--- src/rtl/divider_pkg.sv ---
// rtl/divider_pkg.sv - state encoding shared by the sequential divider family
package divider_pkg;

    typedef enum logic [1:0] {
        IDLE = 2'd0,
        CALC = 2'd1,
        DONE = 2'd2
    } div_state_t;

endpackage

--- src/rtl/div_step.sv ---
// rtl/div_step.sv - one restoring-division iteration: shift partial remainder, trial subtract
module div_step
    import divider_pkg::*;
#(
    parameter int DW = 16
) (
    input  logic [DW:0]   r,
    input  logic [DW-1:0] d,
    output logic [DW:0]   r_next,
    output logic          q_bit
);

    logic [DW:0] s;

    // r < d always holds, so the shift cannot lose a set bit
    always_comb begin
        s      = r << 1;
        q_bit  = (s >= {1'b0, d});
        r_next = q_bit ? (s - {1'b0, d}) : s;
    end

endmodule

--- src/rtl/param_seq_divider.sv ---
// rtl/param_seq_divider.sv - radix-2 sequential fractional divider, QW quotient bits per request
// Optional remainder output: PARAM_SEQ_DIVIDER_REMAINDER_EN
module param_seq_divider
    import divider_pkg::*;
#(
    parameter int DW = 16,
    parameter int QW = 8
) (
    input  logic          clk,
    input  logic          nRst,
    input  logic          clr,
    input  logic          start,
    input  logic [DW-1:0] dividend,
    input  logic [DW-1:0] divisor,
    output logic          ready,
    output logic          valid,
    output logic [QW-1:0] quotient,
    output logic          dbz,
    output logic          ovf
`ifdef PARAM_SEQ_DIVIDER_REMAINDER_EN
    ,
    output logic [DW-1:0] remainder
`endif
);

    localparam int            CW   = $clog2(QW) + 1;
    localparam logic [CW-1:0] LAST = CW'(QW - 1);

    div_state_t    state;
    div_state_t    state_next;
    logic [DW:0]   r_reg;
    logic [DW:0]   r_step;
    logic [DW-1:0] d_reg;
    logic [QW-1:0] q_reg;
    logic [QW-1:0] q_step;
    logic [CW-1:0] count;
    logic          q_bit;
    logic          div_zero;
    logic          too_big;
    logic          last_step;

    div_step #(
        .DW(DW)
    ) u_step (
        .r      (r_step_in()),
        .d      (d_reg),
        .r_next (r_step),
        .q_bit  (q_bit)
    );

    function automatic logic [DW:0] r_step_in();
        return r_reg;
    endfunction

    always_comb begin
        div_zero   = (divisor == '0);
        too_big    = (dividend >= divisor);
        last_step  = (count == LAST);
        q_step     = (q_reg << 1) | QW'(q_bit);
        ready      = (state == IDLE);
        valid      = (state == DONE);
        state_next = state;
        if (clr) begin
            state_next = IDLE;
        end else begin
            case (state)
                IDLE:    if (start) state_next = (div_zero || too_big) ? DONE : CALC;
                CALC:    if (last_step) state_next = DONE;
                DONE:    state_next = IDLE;
                default: state_next = IDLE;
            endcase
        end
    end

    always_ff @(posedge clk or negedge nRst) begin
        if (!nRst) begin
            state <= IDLE;
        end else begin
            state <= state_next;
        end
    end

    // Result registers only change on a completed request; an abort leaves them untouched
    always_ff @(posedge clk or negedge nRst) begin
        if (!nRst) begin
            r_reg     <= '0;
            d_reg     <= '0;
            q_reg     <= '0;
            count     <= '0;
            quotient  <= '0;
            dbz       <= 1'b0;
            ovf       <= 1'b0;
`ifdef PARAM_SEQ_DIVIDER_REMAINDER_EN
            remainder <= '0;
`endif
        end else if (clr) begin
            count <= '0;
        end else begin
            case (state)
                IDLE: begin
                    if (start) begin
                        if (div_zero) begin
                            quotient  <= '1;
                            dbz       <= 1'b1;
                            ovf       <= 1'b0;
`ifdef PARAM_SEQ_DIVIDER_REMAINDER_EN
                            remainder <= '0;
`endif
                        end else if (too_big) begin
                            quotient  <= '1;
                            dbz       <= 1'b0;
                            ovf       <= 1'b1;
`ifdef PARAM_SEQ_DIVIDER_REMAINDER_EN
                            remainder <= dividend;
`endif
                        end else begin
                            r_reg <= {1'b0, dividend};
                            d_reg <= divisor;
                            q_reg <= '0;
                            count <= '0;
                        end
                    end
                end
                CALC: begin
                    r_reg <= r_step;
                    q_reg <= q_step;
                    count <= count + CW'(1);
                    if (last_step) begin
                        quotient  <= q_step;
                        dbz       <= 1'b0;
                        ovf       <= 1'b0;
`ifdef PARAM_SEQ_DIVIDER_REMAINDER_EN
                        remainder <= r_step[DW-1:0];
`endif
                    end
                end
                default: ;
            endcase
        end
    end

endmodule
--- config.mk ---
export PLATFORM = sky130hd
export DESIGN_NAME = param_seq_divider
export DESIGN_NICKNAME = d
export VERILOG_FILES = /design/src/rtl/divider_pkg.sv /design/src/rtl/div_step.sv /design/src/rtl/param_seq_divider.sv
export SDC_FILE = /design/constraint.sdc
export NUM_CORES = 1
export LEC_CHECK = 0
export ABC_CLOCK_PERIOD_IN_PS = 3300
export BUFFER_PORTS_ARGS = -buffer_cell sky130_fd_sc_hd__buf_2
export CORE_MARGIN = 2
export CORE_UTILIZATION = 40
export DETAILED_ROUTE_END_ITERATION = 8
export PLACE_DENSITY = 0.62
export SLEW_MARGIN = 10
export SYNTH_ARGS = -nofsm -noshare
export SYNTH_HDL_FRONTEND = slang
export SYNTH_SLANG_ARGS = --single-unit
--- constraint.sdc ---
create_clock -name clk -period 3.3 [get_ports clk]
set_clock_uncertainty 0.05 [all_clocks]
set_input_delay 0.99 -clock clk [delete_from_list [all_inputs] [get_ports clk]]
set_output_delay 0.99 -clock clk [all_outputs]
set_load 0.01 [all_outputs]
==> impl_metrics.json <==
{
  "die_x_um": 102,
  "ys.flop_type": "dfrtp_1",
  "synth_top_family_by_area": "compound AO/OA/AOI/OAI gates",
  "yosys.area_share.simple": 0.163,
  "core_um2": 9240,
  "grt_pass1_wl_mm": 15.6,
  "rsz0062_at_grt": "no",
  "post_cts_resized": 0,
  "p_leak_nw": 2.20,
  "cts_buffer_depth": 2,
  "finalSetupViolations": 0,
  "syn_area_per_cell_um2": 8.66,
  "synth_top_cell_area_share": 0.361,
  "pin_count": 48,
  "die_h_um": 102,
  "grt_max_degree": 32,
  "wl_per_cell_um": 15.1,
  "path_class": "primary input to flop",
  "comb_power_share": 0.592,
  "syn-num-nets": 510,
  "p_clk_frac": 0.119,
  "timing.fmax_mhz": 326,
  "cp-end-kind": "flop",
  "synth_cells": 440,
  "synth_edf_count": 0,
  "hold_violations": 0,
  "cts_buffers": 5,
  "cts_max_level": 2,
  "worst_skew_pair.late_latency_ps": 320,
  "synth_compound_area_frac": 0.202,
  "crit_path_start": "divisor[0]",
  "fin_crit_sh": 0.928,
  "hp-class": "flop to flop",
  "p_total_mw": 3.47,
  "worst_ep_arrival_time_ps": 3230,
  "maxSlewViolCount": 0,
  "drt_drc_violations_left": 0,
  "r2r_start": "d_reg[1]",
  "tritoncts": "built",
  "fillers": 923,
  "post-route-util": 0.475,
  "cts.sinks": 55,
  "p_seq_frac": 0.290,
  "synth_warnings": 0,
  "worstRegToRegCells": 11,
  "fin_hold_ws_ps": 453,
  "root_buffer": "clkbuf_8",
  "synthTopCellsByArea": "dfrtp_1 36%, ha_1 11%, mux2i_1 6.0%, nor2_1 4.9%, nand2_1 4.8%",
  "wl_mm": 9.41,
  "switchingPower_mw": 1.55,
  "hold_buffers": 0,
  "viasPerCell": 5.27,
  "synth_top_area_cell": "dfrtp_1",
  "antenna_found_initial": 0,
  "diodes": 0,
  "vias": 3283,
  "status": "complete, no violations",
  "nets": 563,
  "seqCellArea_um2": 1380,
  "synth-xor-area-share": 0.0230,
  "die_area_um2": 10300,
  "yosysUniqueCellTypes": 52,
  "gp_congestion": 0.851,
  "critPathRequiredTime_ps": 3470,
  "synth-async-reset-ratio": 1.00,
  "regToRegSetupSlack_ps": 510,
  "place_hpwl_mm": 7.21,
  "overflow": 0,
  "synth_seq_cells": 55,
  "post_cts_buffers": 0,
  "intPower_mw": 1.93,
  "synthMuxAreaShare": 0.0693,
  "cp_max_fo": 13,
  "start_kind": "primary input",
  "crit_path_end": "r_reg[7]",
  "slew_headroom": 0.511,
  "io_buffers": 47,
  "clk_pin_slew_ps": 110,
  "min_period_ps": 3060,
  "syn2layout_area_growth_pct": 15.2,
  "grt_pass1_vias": 3229,
  "multiInputGateArea_um2": 2180,
  "seq_area_frac_synth": 0.361,
  "p_per_area_nw_per_um2": 791,
  "final_layout_size_suffix_gt1_frac": 0.172,
  "drtAntennaViolNets": 0,
  "drv_cap": 0,
  "start_util": 0.412,
  "ir_worst_vdd_mv": 0.247,
  "syn_area_um2": 3810,
  "drt_iter0_markers": 141,
  "reg2reg_to": "r_reg[7]",
  "synthAdderAreaFrac": 0.114,
  "dr.pass1.iters": 4,
  "num_rows": 35,
  "grt_util_all_layers": 0.193,
  "power.switching_fraction": 0.445,
  "tightest_slew_ps": 734
}
metrics by stage:
stage	setup TNS, ps	cell area, um2	setup slack, ps	std cells
2_1_floorplan	0	3810	353	440
3_3_place_gp	-1230	4290	-96.1	615
5_1_grt	0	4390	103	623
3_5_place_dp	-1050	4290	-87.4	615
4_1_cts	0	4390	226	623
6_report	0	4390	237	623
kinds of logic (layout without fill, tap and decap cells):
| group | Yosys count | count (layout) |
|---|---|---|
| simple gates | 138 | 138 |
| compound gates | 116 | 116 |
| buf+inv | 61 | 115 |
| flops | 55 | 55 |
| fa+ha+maj | 34 | 34 |
| mux | 26 | 26 |
| xor+xnor | 10 | 10 |
cells in the mapped netlist (all sizes together) (6+ instances only):
cell type,n
dfrtp,55
nor2,50
nand2,49
inv,43
o21ai,39
ha,33
mux2i,23
a21o,17
a21oi,17
a211oi,11
buf,11
nor2b,8
clkbuf,7
nor3,6
xnor2,6
area by class of cell:
type / count / share of cell area
clock buffer: 5 / 0.0157
tap: 129 / 0.0368
inverter: 43 / 0.0368
timing repair buffer: 64 / 0.0941
multi-input combinational: 324 / 0.497
sequential: 55 / 0.314
clock inverter: 3 / 0.00570
critical path: stages:
cell      delay [ps]
buf_2            130
nor4_1           410
buf_4            200
nand4_1           90
buf_4            180
nand3b_1         140
nor2_1            60
or3_4            390
o21ai_4          240
buf_12           170
a211oi_1          60
a21o_1           180
worst min-delay path by stage:
stage	from	endpoint	slack, ps	cells past startpoint
global route	quotient[3]	quotient[3]	490	2
global placement	q_reg[6]	q_reg[6]	420	2
detailed placement	q_reg[6]	q_reg[6]	420	2
CTS	q_reg[6]	q_reg[6]	450	2
finish	q_reg[6]	q_reg[6]	450	2
floorplan	q_reg[6]	q_reg[6]	400	2
power groups by stage:
stage | clock (mW) | sequential (mW) | combinational, mW
after floorplan | 0 | 1.00 | 1.56
after global placement | 0 | 1.01 | 1.97
after detailed placement | 0 | 1.02 | 2.02
after CTS | 0.426 | 1.01 | 2.05
after global routing | 0.453 | 1.03 | 2.28
final | 0.412 | 1.01 | 2.06
layout by cell type (no fill, tap or decap), drive strengths merged, types with 5 or more instances in the layout:
cell type,netlist,routed
buf,11,64
dfrtp,55,55
nor2,50,50
nand2,49,49
inv,43,45
o21ai,39,39
ha,33,33
mux2i,23,23
a21o,17,17
a21oi,17,17
a211oi,11,11
nor2b,8,8
nor3,6,6
xnor2,6,6
clkbuf,7,5
per-layer routing:
layer	up-vias	global-route usage	share of wire	wire length [um]
met5	-	0	0	0
met3	15	0.0317	0.028	268
met4	0	0.0509	0.014	135
li1	1629	-	-	-
met1	1580	0.255	0.46	4350
met2	59	0.326	0.49	4650
(Power assumes the default switching activity.)
